==> src/rtl/ysyx_22040228div_ctrl.sv <==
// ysyx_22040228div_ctrl: execute-stage sequencer for the iterative divider.
// Conditions RV64 operands, answers div-by-zero/overflow locally, stalls EXE and drains flushed runs.
module ysyx_22040228div_ctrl #(
  parameter int XLEN           = 64,
  parameter bit BYPASS_SPECIAL = 1'b1
) (
  input  logic            clk,
  input  logic            rst,
  input  logic            ex_div_valid,
  input  logic [7:0]      ex_opcode,
  input  logic [XLEN-1:0] ex_rs1_data,
  input  logic [XLEN-1:0] ex_rs2_data,
  input  logic            ex_flush,
  output logic            ex_stall_req,
  output logic [XLEN-1:0] ex_div_result,
  output logic            ex_div_result_valid,
  output logic [XLEN-1:0] div_dividend,
  output logic [XLEN-1:0] div_diviser,
  output logic [7:0]      div_opcode,
  output logic            div_ready,
  input  logic [XLEN-1:0] div_rem_data,
  input  logic            div_finish
);
  localparam logic [7:0] INST_DIV   = 8'h40;
  localparam logic [7:0] INST_DIVU  = 8'h41;
  localparam logic [7:0] INST_REM   = 8'h42;
  localparam logic [7:0] INST_REMU  = 8'h43;
  localparam logic [7:0] INST_DIVW  = 8'h44;
  localparam logic [7:0] INST_DIVUW = 8'h45;
  localparam logic [7:0] INST_REMW  = 8'h46;
  localparam logic [7:0] INST_REMUW = 8'h47;

  typedef enum logic [2:0] {IDLE, ISSUE, WAIT, RESP, DRAIN} state_e;

  state_e          state_q;
  logic [XLEN-1:0] a_q, b_q, res_q;
  logic [7:0]      op_q;
  logic            is_div, is_w, is_rem, is_sgn, w_q;
  logic            b_zero, ovf, special, accept;
  logic [XLEN-1:0] a_d, b_d, spec_res, fin_res;

  always_comb begin
    is_div  = ex_opcode inside {INST_DIV, INST_DIVU, INST_REM, INST_REMU,
                                INST_DIVW, INST_DIVUW, INST_REMW, INST_REMUW};
    is_w    = ex_opcode inside {INST_DIVW, INST_DIVUW, INST_REMW, INST_REMUW};
    is_rem  = ex_opcode inside {INST_REM, INST_REMU, INST_REMW, INST_REMUW};
    is_sgn  = ex_opcode inside {INST_DIV, INST_REM, INST_DIVW, INST_REMW};
    w_q     = op_q inside {INST_DIVW, INST_DIVUW, INST_REMW, INST_REMUW};
    a_d     = !is_w ? ex_rs1_data : is_sgn ? {{(XLEN-32){ex_rs1_data[31]}}, ex_rs1_data[31:0]}
                                           : {{(XLEN-32){1'b0}}, ex_rs1_data[31:0]};
    b_d     = !is_w ? ex_rs2_data : is_sgn ? {{(XLEN-32){ex_rs2_data[31]}}, ex_rs2_data[31:0]}
                                           : {{(XLEN-32){1'b0}}, ex_rs2_data[31:0]};
    b_zero  = b_d == '0;
    ovf     = is_sgn && (is_w ? (a_d[31:0] == 32'h8000_0000 && b_d[31:0] == 32'hFFFF_FFFF)
                              : (a_d == {1'b1, {(XLEN-1){1'b0}}} && b_d == '1));
    special = BYPASS_SPECIAL && (b_zero || ovf);
    // W remainders are sign-extended even for REMUW, whose captured dividend is zero-extended
    spec_res = b_zero ? (is_rem ? (is_w ? {{(XLEN-32){a_d[31]}}, a_d[31:0]} : a_d) : '1)
                      : (is_rem ? '0 : a_d);
    fin_res = w_q ? {{(XLEN-32){div_rem_data[31]}}, div_rem_data[31:0]} : div_rem_data;
    accept  = rst && state_q == IDLE && ex_div_valid && is_div && !ex_flush;
  end

  always_ff @(posedge clk or negedge rst) begin
    if (!rst) begin
      state_q <= IDLE;
      a_q     <= '0;
      b_q     <= '0;
      op_q    <= '0;
      res_q   <= '0;
    end else begin
      case (state_q)
        IDLE: if (accept) begin
          a_q     <= a_d;
          b_q     <= b_d;
          op_q    <= ex_opcode;
          res_q   <= special ? spec_res : res_q;
          state_q <= special ? RESP : ISSUE;
        end
        ISSUE: state_q <= ex_flush ? DRAIN : WAIT;
        WAIT: if (div_finish) begin
          res_q   <= ex_flush ? res_q : fin_res;
          state_q <= ex_flush ? IDLE : RESP;
        end else if (ex_flush) state_q <= DRAIN;
        RESP: state_q <= IDLE;
        DRAIN: if (div_finish) state_q <= IDLE;
        default: state_q <= IDLE;
      endcase
    end
  end

  assign ex_stall_req        = accept || state_q == ISSUE || state_q == WAIT ||
                               (state_q == DRAIN && ex_div_valid && is_div);
  assign ex_div_result_valid = state_q == RESP && !ex_flush;
  assign ex_div_result       = res_q;
  assign div_ready           = state_q == ISSUE;
  assign div_dividend        = a_q;
  assign div_diviser         = b_q;
  assign div_opcode          = op_q;
endmodule

==> config.mk <==
export PLATFORM = sky130hd
export DESIGN_NAME = ysyx_22040228div_ctrl
export DESIGN_NICKNAME = d
export VERILOG_FILES = /design/src/rtl/ysyx_22040228div_ctrl.sv
export SDC_FILE = /design/constraint.sdc
export NUM_CORES = 1
export LEC_CHECK = 0
export BUFFER_PORTS_ARGS = -buffer_cell sky130_fd_sc_hd__clkbuf_2
export CAP_MARGIN = 20
export CORE_MARGIN = 2
export CORE_UTILIZATION = 30
export DETAILED_ROUTE_END_ITERATION = 7
export PLACE_DENSITY_LB_ADDON = 0.3
export SETUP_SLACK_MARGIN = 0.2
export SLEW_MARGIN = 20
export SYNTH_ARGS = -nofsm -noshare
export SYNTH_HDL_FRONTEND = slang
export SYNTH_SLANG_ARGS = --single-unit
==> constraint.sdc <==
create_clock -name clk -period 3.31 [get_ports clk]
set_input_delay 0.1655 -clock clk [delete_from_list [all_inputs] [get_ports clk]]
set_output_delay 0.1655 -clock clk [all_outputs]
set_load 0.03 [all_outputs]
==> flow_metrics.tcl <==
set metrics [dict create \
    min_path_type "primary input to register" \
    synthesis.area_um2 9500 \
    ys_top_cells_by_area "dfrtp_1, mux2_2, a21oi_1, nor2_1, clkbuf_1" \
    dp.cells 1684 \
    fillCellCount 2986 \
    htree_levels 1 \
    drv_slew 0 \
    cts_sinks 203 \
    port_buffers 407 \
    syn_nets 1124 \
    reg2reg_to "ex_div_result[8]" \
    reg2reg_from "state_q[0]" \
    instances_no_fill 1871 \
    core-area_um2 31400 \
    dpl-instance-area_um2 12000 \
    clk_latency_ps 520 \
    max_cap_viol_count 0 \
    setup_tns_ps 0 \
    ys_seq_area_frac 0.535 \
    synth-async-reset-ratio 1.00 \
    synth_flop_cell "dfrtp_1" \
    synth_edf_count 0 \
    fin_nets 1655 \
    clockBufferDepth 3 \
    ys_ff_latch 203 \
    yosysWarnings 0 \
    cts_buffers 25 \
    grt_start_max_net_pins 107 \
    ant_nets 0 \
    layout-drive-gt1-share 0.420 \
    synth.distinct_cells 41 \
    io_pins 408 \
    firstDrtPassIters 4 \
    hp-start "div_rem_data[21]" \
    final.setup_skew_ps 4.09 \
    die_x_um 182 \
    first_iter_violations 472 \
    timing.final.crit_share 0.906 \
    post_drt_wl_per_cell_um 20.4 \
    die_h_um 182 \
    layout_commonest_cell "clkbuf_2" \
    cp.required_ps 3720 \
    clk_transition_reported_paths_ps 60 \
    worstMarginPinSlew_ps 858 \
    crit_arrival_ps 3410 \
    area_growth_pct 51.1 \
    wirelength_mm 38.2 \
    ctsRootBufferMaster "clkbuf_16" \
    synth_top_cell_by_area "dfrtp_1" \
    final_cell_mix "clkbuf_2, dfrtp_1, a21oi_1" \
    period_needed_ps 3000 \
    globalRoute.totalOverflow 0 \
    stdcell_area_um2 14400 \
    vias_per_cell 5.09 \
    crit_path_max_fanout 23 \
    fmax_ghz 0.334 \
    grt_pass1_vias 9837 \
    critPathKind "primary input to register" \
    antenna_found_initial 1 \
    worstHoldEndpoint "ex_div_result[21]" \
    worst-r2r-setup-slack_ps 620 \
    min_delay_path_depth 4 \
    num_rows 65 \
    drc 0 \
    die_area_um2 33100 \
    p_total_mw 7.10 \
    start_kind "primary input" \
    cts_tree "built" \
    syn_avg_cell_area_um2 10.3 \
    start_util 0.303 \
    relSlewSlack 0.428 \
    grt_pass1_wl_mm 57.3 \
    grt_use_total 0.222 \
    r2r_cells 9 \
    setup_violations 0 \
    hpwl_mm 26.8 \
    synth_top_area_share 0.535 \
    critPathCaptureType "register" \
    hold_viol_final 0 \
    synthCells 919 \
    power.leakage_nw 7.21 \
    vias 9518 \
    final_util 0.457 \
    rsz0062_at_grt "false" \
    vdd_ir_drop_max_mv 0.396 \
    power.density_nw_per_um2 494 \
    status "complete, no violations" \
    gp_congestion 0.918 \
]
[through the flow]
step / worst slack (ps) / hold slack (ps)
floorplan: 633 / -130
global placement: -59.3 / 49.1
detailed placement: -63.4 / 46.1
CTS: 209 / 2.04
global route: 259 / 17.8
finish: 312 / 17.5
[layer usage]
metal | wire, µm | up-vias | part of all wire | global-route usage
li1 | - | 4392 | - | -
met1 | 15400 | 4617 | 0.40 | 0.271
met2 | 18600 | 427 | 0.49 | 0.385
met3 | 2810 | 80 | 0.074 | 0.0501
met4 | 1370 | 2 | 0.036 | 0.0845
met5 | 13 | - | 0.00034 | 0
[sequential cells by signal, indices dropped and copies added, names as in the netlist]
| name | cells |
|---|---|
| div_dividend | 64 |
| ex_div_result | 64 |
| div_diviser | 64 |
| state_q | 3 |
| div_opcode | 8 |
[layout make-up]
class / count / area, µm² / share of cell area
antenna: 1 / 2.50 / 0.000174
clock buffer: 34 / 719 / 0.0501
clock inverter: 11 / 159 / 0.0111
inverter: 8 / 30.0 / 0.00209
multi-input combinational: 639 / 4140 / 0.288
sequential: 203 / 5080 / 0.354
tap: 402 / 503 / 0.0350
timing repair buffer: 573 / 3720 / 0.259
[Yosys cell counts, types with 4 or more instances]
master and instances:
dfrtp_1 203, a21oi_1 180, mux2_2 125, nor2_1 103, clkbuf_1 61, o21ai_0 40, nand2_1 38, nor4_1 29
a31oi_1 27, nand4_1 18, nor2b_1 13, and2_1 8, inv_1 8, buf_6 6, o221ai_1 5, or4_1 5
nand3_1 4, nor3_1 4, nor4b_1 4
[worst max-delay path: stages]
cell and delay [ps]:
dlygate4sd3_1 530, clkbuf_2 140, nand4_1 100, or4_1 550
or4_1 590, o21ai_2 210, nand4_1 160, a31oi_4 250
buf_12 140, buf_12 180, mux2_2 360
[worst max path at each step]
stage | start | end | slack [ps]
5_1_grt | ex_rs2_data[42] | ex_div_result[60] | 260
4_1_cts | ex_rs1_data[0] | ex_div_result[60] | 210
3_3_place_gp | ex_rs1_data[61] | ex_div_result[3] | -60
2_1_floorplan | ex_rs1_data[4] | ex_div_result[23] | 630
3_5_place_dp | ex_rs1_data[61] | ex_div_result[8] | -60
6_report | ex_rs2_data[49] | ex_div_result[8] | 310
[repair_timing]
action	CTS	global route
hold buffers	139	0
resized for setup	0	3
setup endpoints to repair	0	55
hold endpoints to repair	197	0
buffers inserted	0	1
[cells by family (layout without fill, tap and decap cells)]
group                  count (synthesis)  count (layout)  synth area share
AND/OR/NAND/NOR                      247             247             0.130
flip-flops                           203             203             0.535
AO/OA/AOI/OAI                        265             265             0.150
multiplexers                         127             127             0.151
buffers and inverters                 77             626            0.0352
other                                  0               1                 0
[power by group]
part           total [mW]  internal, mW  switching, mW
Combinational        1.36         0.507          0.857
Sequential           2.80          2.69          0.113
Clock                2.94          1.83           1.11
(Power assumes the default switching activity.)
